**src/rtl/home_sim_pkg.sv**
```systemverilog
// Shared types and constants for the home-simulation display path:
// FSM states, palette, screen defaults, icon select encodings and glyph bitmaps.
package home_sim_pkg;

   typedef enum logic [1:0] {
      ST_IDLE  = 2'd0,
      ST_DRAW  = 2'd1,
      ST_CLEAR = 2'd2,
      ST_DONE  = 2'd3
   } state_t;

   localparam logic [2:0] COL_YELLOW = 3'b110;
   localparam logic [2:0] COL_BLUE   = 3'b001;
   localparam logic [2:0] COL_GREEN  = 3'b010;
   localparam logic [2:0] COL_RED    = 3'b100;
   localparam logic [2:0] COL_BG     = 3'b000;

   localparam int SCREEN_W_DEF = 160;
   localparam int SCREEN_H_DEF = 120;

   localparam logic ICON_LIGHT = 1'b1;
   localparam logic ICON_DOOR  = 1'b0;

   // Row 0 is the most significant byte; within a row, bit 7 is column 0.
   localparam logic [63:0] GLYPH_LIGHT = 64'h3C7E_7E7E_3C18_3C18;
   localparam logic [63:0] GLYPH_DOOR  = 64'h7E42_4246_4242_427E;

   function automatic logic [2:0] icon_colour(input logic sel, input logic on);
      if (sel == ICON_LIGHT) begin
         return on ? COL_YELLOW : COL_BLUE;
      end else begin
         return on ? COL_GREEN : COL_RED;
      end
   endfunction

endpackage

```
**src/rtl/icon_rom.sv**
```systemverilog
// Combinational 8x8 glyph lookup for the light and door icons.
module icon_rom
   import home_sim_pkg::*;
(
   input  logic       icon_sel,
   input  logic [2:0] row,
   input  logic [2:0] col,
   output logic       pixel
);

   logic [63:0] glyph_s;
   logic [5:0]  idx_s;

   always_comb begin
      glyph_s = (icon_sel == ICON_LIGHT) ? GLYPH_LIGHT : GLYPH_DOOR;
      idx_s   = 6'd63 - {row, 3'b000} - {3'b000, col};
      pixel   = glyph_s[idx_s];
   end

endmodule

```
**src/rtl/icon_draw_engine.sv**
```systemverilog
// Sweeps an icon bitmap or a full-screen clear onto the VGA adapter, one pixel per clock.
// Optional build macro DRAW_TRANSPARENT_EN makes unset glyph pixels transparent in DRAW.
module icon_draw_engine
   import home_sim_pkg::*;
#(
   parameter int         ICON_W    = 8,
   parameter int         ICON_H    = 8,
   parameter int         SCREEN_W  = SCREEN_W_DEF,
   parameter int         SCREEN_H  = SCREEN_H_DEF,
   parameter logic [2:0] BG_COLOUR = COL_BG
)(
   input  logic       clock,
   input  logic       reset,
   input  logic       draw_start,
   input  logic       clear_start,
   input  logic [7:0] x_origin,
   input  logic [6:0] y_origin,
   input  logic       icon_sel,
   input  logic       onoff,
   output logic [7:0] x_out,
   output logic [6:0] y_out,
   output logic [2:0] colour,
   output logic       plot,
   output logic       busy,
   output logic       count_done
);

   state_t     state_q, state_d;
   logic [7:0] col_q, col_d;
   logic [6:0] row_q, row_d;
   logic [7:0] x_org_q, x_org_d;
   logic [6:0] y_org_q, y_org_d;
   logic       sel_q, sel_d;
   logic       onoff_q, onoff_d;

   logic       pix_s;
   logic [8:0] x_sum_s;
   logic [7:0] y_sum_s;
   logic       in_screen_s;

   icon_rom u_rom (
      .icon_sel (sel_q),
      .row      (row_q[2:0]),
      .col      (col_q[2:0]),
      .pixel    (pix_s)
   );

   // State, sweep counters and request latches
   always_ff @(posedge clock) begin
      if (reset) begin
         state_q <= ST_IDLE;
         col_q   <= 8'd0;
         row_q   <= 7'd0;
         x_org_q <= 8'd0;
         y_org_q <= 7'd0;
         sel_q   <= 1'b0;
         onoff_q <= 1'b0;
      end else begin
         state_q <= state_d;
         col_q   <= col_d;
         row_q   <= row_d;
         x_org_q <= x_org_d;
         y_org_q <= y_org_d;
         sel_q   <= sel_d;
         onoff_q <= onoff_d;
      end
   end

   // Next-state and sweep advance
   always_comb begin
      state_d = state_q;
      col_d   = col_q;
      row_d   = row_q;
      x_org_d = x_org_q;
      y_org_d = y_org_q;
      sel_d   = sel_q;
      onoff_d = onoff_q;
      case (state_q)
         ST_IDLE: begin
            if (clear_start || draw_start) begin
               state_d = clear_start ? ST_CLEAR : ST_DRAW;
               col_d   = 8'd0;
               row_d   = 7'd0;
               x_org_d = x_origin;
               y_org_d = y_origin;
               sel_d   = icon_sel;
               onoff_d = onoff;
            end else begin
               state_d = ST_IDLE;
            end
         end
         ST_DRAW: begin
            if (col_q == 8'(ICON_W - 1)) begin
               col_d = 8'd0;
               if (row_q == 7'(ICON_H - 1)) begin
                  state_d = ST_DONE;
                  row_d   = 7'd0;
               end else begin
                  row_d = row_q + 7'd1;
               end
            end else begin
               col_d = col_q + 8'd1;
            end
         end
         ST_CLEAR: begin
            if (col_q == 8'(SCREEN_W - 1)) begin
               col_d = 8'd0;
               if (row_q == 7'(SCREEN_H - 1)) begin
                  state_d = ST_DONE;
                  row_d   = 7'd0;
               end else begin
                  row_d = row_q + 7'd1;
               end
            end else begin
               col_d = col_q + 8'd1;
            end
         end
         ST_DONE: begin
            state_d = ST_IDLE;
         end
         default: begin
            state_d = ST_IDLE;
         end
      endcase
   end

   // Pixel address, clipping and colour decode
   always_comb begin
      x_sum_s     = {1'b0, x_org_q} + {1'b0, col_q};
      y_sum_s     = {1'b0, y_org_q} + {1'b0, row_q};
      in_screen_s = (x_sum_s < 9'(SCREEN_W)) && (y_sum_s < 8'(SCREEN_H));
      x_out       = 8'd0;
      y_out       = 7'd0;
      colour      = BG_COLOUR;
      plot        = 1'b0;
      busy        = 1'b0;
      count_done  = 1'b0;
      case (state_q)
         ST_IDLE: begin
            busy = 1'b0;
         end
         ST_DRAW: begin
            busy   = 1'b1;
            x_out  = x_sum_s[7:0];
            y_out  = y_sum_s[6:0];
            colour = pix_s ? icon_colour(sel_q, onoff_q) : BG_COLOUR;
`ifdef DRAW_TRANSPARENT_EN
            plot   = in_screen_s & pix_s;
`else
            plot   = in_screen_s;
`endif
         end
         ST_CLEAR: begin
            busy  = 1'b1;
            x_out = col_q;
            y_out = row_q;
            plot  = 1'b1;
         end
         ST_DONE: begin
            busy       = 1'b1;
            count_done = 1'b1;
         end
         default: begin
            busy = 1'b0;
         end
      endcase
   end

endmodule
```
**config.mk**
```make
export PLATFORM = sky130hd
export DESIGN_NAME = icon_draw_engine
export DESIGN_NICKNAME = d
export VERILOG_FILES = /design/src/rtl/home_sim_pkg.sv /design/src/rtl/icon_rom.sv /design/src/rtl/icon_draw_engine.sv
export SDC_FILE = /design/constraint.sdc
export NUM_CORES = 1
export LEC_CHECK = 0
export CAP_MARGIN = 0
export CORE_ASPECT_RATIO = 0.7
export CORE_MARGIN = 3
export CORE_UTILIZATION = 54
export DETAILED_ROUTE_END_ITERATION = 12
export GPL_TIMING_DRIVEN = 0
export PLACE_DENSITY = 0.8
export SLEW_MARGIN = 20
export SYNTH_ARGS = -nofsm -noshare
export SYNTH_HDL_FRONTEND = slang
export SYNTH_SLANG_ARGS = --single-unit
```
**constraint.sdc**
```tcl
create_clock -name clock -period 3.27 [get_ports clock]
set_input_delay 0.981 -clock clock [delete_from_list [all_inputs] [get_ports clock]]
set_output_delay 0.981 -clock clock [all_outputs]
set_load 0.01 [all_outputs]
```
==> qor.csv <==
stage,metric,value,unit
outcome,outcome,"finished, violations left",
outcome,failing checks,negative setup slack,
sta,Final period util,105,%
setup_path,Worst R2R End,row_q[2],
power_and_ir_drop,Internal Dissipation,990,uW
synth,syn_nets,397,
clock_network,CTS tree,built,
sta,Least-Margin Pin Slew,0.920,ns
place,HPWL Detailed,5610,microns
sta,Max-slew headroom,38.3,%
die,FP Rows,20,
place,gpl congestion,0.898,
setup_path,CP startpoint,col_q[0],
final_layout,storage element area,704,sq um
setup_path,"Req. time, crit path",2.29,ns
clock_network,Root Driver,clkbuf_8,
route,antenna-violating nets left,0,
die,Die Ht,64.5,microns
sta,Setup TNS,-0.169,ns
setup_path,CP peak stage delay,0.42,ns
power_and_ir_drop,pwr dens,538,mW/mm^2
final_layout,area of the multi-input gates,0.00201,sq mm
synth,yosys warns,0,
global_route,largest net degree at the start of global routing,11,
place,post-place instance area,0.00313,sq mm
place,IO buf count,40,
synth,"EDFF count, synth",0,
sta,Hold Fails Final Rpt,0,
sta,clock skew,0.0103,ns
clock_network,clk_lat worst skew,0.29,ns
power_and_ir_drop,sw frac,46.2,%
clock_network,Worst-path clk slew,0.07,ns
route,vias per inst,6.30,
synth,Post-Syn Area,0.00264,sq mm
clock_network,CTS sink cnt,34,
synth,Synth Area per Inst,7.51,sq um
sta,Slew Limit Fails,0,
sta,max frequency,0.291,GHz
power_and_ir_drop,sw power,850,uW
global_route,GRT Util Overall,28.7,%
power_and_ir_drop,Worst VDD drop,0.457,mV
synth,Cell variety after synth,58,
sta,fin crit period,3.44,ns
setup_path,Worst path slowest cell,fa_2,
setup_path,worst r2r path cells,7,
route,vias,2967,
final_layout,design area,0.00342,sq mm
synth,sequential-to-total area share from yosys stat,25.7,%
clock_network,CTS Buf Count,5,
power_and_ir_drop,Static Leakage,0.00137,uW
route,DRT iter0 DRCs,286,
sta,"Worst Setup Slack, final",-0.169,ns
final_layout,n_diodes,0,
route,DR WL/cell,17.5,microns
global_route,GRT overflow,0,
die,Die Area,0.00578,sq mm
global_route,vias in the first global route,2616,
final_layout,layout cell share with drive strength beyond 1,17.5,%
setup_path,worst setup path endpoint,plot,
final_layout,fillcell total,348,
final_layout,nets,450,
synth,Synth Area in Compound Gates,26.7,%
setup_path,"Data arrival, critical path",2.46,ns
synth,async set-reset flop share out of synthesis,0,%
global_route,initial antenna violation count,0,
sta,RSZ-0062 raised after global routing,yes,
die,placeable core area,0.00453,sq mm
synth,count of state elements after synthesis,34,
clock_network,Hold Buf Count CTS,0,
synth,post-synthesis xor/xnor area fraction,4.64,%
die,effective utilization at floorplan,58.4,%
die,Ports,42,
clock_network,clk buf depth,2,
power_and_ir_drop,clock group share of total power,16.6,%
setup_path,FF-to-FF Start,state_q[0],
setup_path,startpoint types,flop,
route,DR pass1 iterations,5,
synth,Syn Inst Count,352,
setup_path,R2R Setup Slk,0.91,ns
setup_path,Setup crit end kind,output port,
setup_path,critical path class,flop to output port,
sta,setup violators final,1,
synth,simple logic cell fraction of the synthesized area,26.8,%
synth,dominant combinational cell family by area after synthesis,simple AND/OR/NAND/NOR gates,
worst_hold_path,Hold WC Path Type,flop to flop,
route,total length of routed wires,8220,microns
power_and_ir_drop,Reg power frac,28.5,%
clock_network,number of H-tree levels,2,
synth,"Top FF cell, synth",dfxtp_1,
synth,mux contribution to synthesized area,0.379,%
die,die width,89.6,microns
route,DRC Markers,0,
setup_path,worst-path fanout max,4,
final_layout,Area Overhead vs Synth,29.4,%
synth,post-synthesis adder-cell area fraction,11.9,%
setup_path,crit path cell chain,ha_4 > fa_2 > a211oi_4 > or4b_4 > o2111ai_4 > o211ai_1 > a32o_1 > buf_2,
flow_run,maxcap violations,0,
global_route,first-pass GRT wire length,13000,microns
power_and_ir_drop,Combinational Power Share,54.8,%
[state kept, by name (all words and copies together) (netlist names)]
name	flops
x_org_q	8
sel_q	1
row_q	7
state_q	2
col_q	8
y_org_q	7
onoff_q	1
[worst min-delay path by stage]
stage / startpoint / end / slack, ns / depth (start not counted)
2_1_floorplan: onoff_q / onoff_q / 0.44 / 2
3_3_place_gp: onoff_q / onoff_q / 0.45 / 2
3_5_place_dp: x_org_q[4] / x_org_q[4] / 0.45 / 2
4_1_cts: x_org_q[3] / x_org_q[3] / 0.47 / 2
5_1_grt: y_org_q[6] / y_org_q[6] / 0.49 / 2
6_report: onoff_q / onoff_q / 0.47 / 2
[area by class of cell]
cell class | instances | area share [%]
Multi-Input combinational cell | 291 | 58.8
Tap cell | 66 | 2.41
Timing Repair Buffer | 46 | 12.2
Buffer | 17 | 2.74
Inverter | 10 | 1.10
Sequential cell | 34 | 20.6
Clock buffer | 7 | 2.23
[critical path, delay by kind of cell, from the launching register on]
kind / cells / cell delay, ns
compound gates: 4 / 0.88
fa+ha+maj: 2 / 0.59
buf+inv: 1 / 0.13
flops: 1 / 0.37
simple gates: 1 / 0.20
[kinds of logic (layout without fill, tap and decap cells)]
family	count (synthesis)	count (layout)
AND/OR/NAND/NOR	147	147
AO/OA/AOI/OAI	105	105
flip-flops	34	34
buffers and inverters	27	80
adder cells (fa/ha/maj)	24	24
XOR/XNOR	14	14
multiplexers	1	1
[power groups by stage]
stage	clock, uW	combinational, uW	sequential, uW
after floorplan	0	608	514
after global placement	0	861	524
after detailed placement	0	883	525
after CTS	310	952	524
after global routing	324	1100	534
final	306	1010	525
[synthesized netlist by cell type (4+ instances only)]
cell type / instances / area, sq um
nor2b_1: 4 / 25.0
nor4_1: 4 / 25.0
ha_1: 22 / 275
nor2_1: 38 / 143
clkbuf_1: 16 / 60.1
a211oi_1: 11 / 82.6
dfxtp_1: 34 / 681
nand3_1: 15 / 75.1
a21o_1: 5 / 37.5
a221oi_1: 4 / 35.0
nand2_1: 54 / 203
a22oi_1: 10 / 75.1
a21oi_1: 34 / 170
o211ai_1: 5 / 37.5
inv_1: 9 / 33.8
xnor2_1: 7 / 61.3
o21ai_0: 12 / 60.1
xor2_1: 7 / 61.3
nand3b_1: 4 / 30.0
[metal layers]
layer / wire length, microns / global-route usage, % / up-vias
met1: 3730 / 42.5 / 1385
met2: 3550 / 41.9 / 158
met5: 0 / 0 / -
met4: 125 / 5.95 / 0
li1: - / - / 1403
met3: 808 / 6.99 / 21
[stage by stage]
step | hold WS (ns) | cells | setup WS (ns) | util [%] | power, uW
floorplan | 0.436 | 352 | 0.319 | - | 1120
global placement | 0.445 | 458 | -0.373 | 69.0 | 1390
detailed placement | 0.453 | 458 | -0.397 | 69.0 | 1410
CTS | 0.466 | 470 | -0.0528 | 74.3 | 1790
global route | 0.485 | 471 | -0.223 | 75.6 | 1960
finish | 0.466 | 471 | -0.169 | 75.6 | 1840
[what timing repair did]
action                     CTS  global route
buffers inserted             5             1
pin swaps                   11            14
cloned                       0             0
gates resized for setup     69            32
setup endpoints to repair   19            15
[layout by cell type, fill, tap and decap left out, types with 4 or more instances in the layout]
| master | instances |
|---|---|
| clkdlybuf4s50_1 | 25 |
| buf_2 | 4 |
| xnor2_1 | 7 |
| o21ai_1 | 5 |
| nor2_1 | 38 |
| nand3b_1 | 4 |
| nand3_1 | 15 |
| a211oi_1 | 7 |
| dfxtp_1 | 21 |
| a21o_1 | 5 |
| clkbuf_1 | 10 |
| a22oi_1 | 10 |
| o211ai_1 | 5 |
| dfxtp_2 | 10 |
| nor4_1 | 4 |
| xor2_1 | 7 |
| inv_1 | 8 |
| dlygate4sd2_1 | 5 |
| clkbuf_2 | 5 |
| ha_4 | 4 |
| clkbuf_8 | 5 |
| a21oi_1 | 33 |
| nand2_1 | 54 |
| ha_2 | 6 |
| buf_4 | 8 |
| ha_1 | 12 |
| o21ai_0 | 9 |
(Power assumes the default switching activity.)
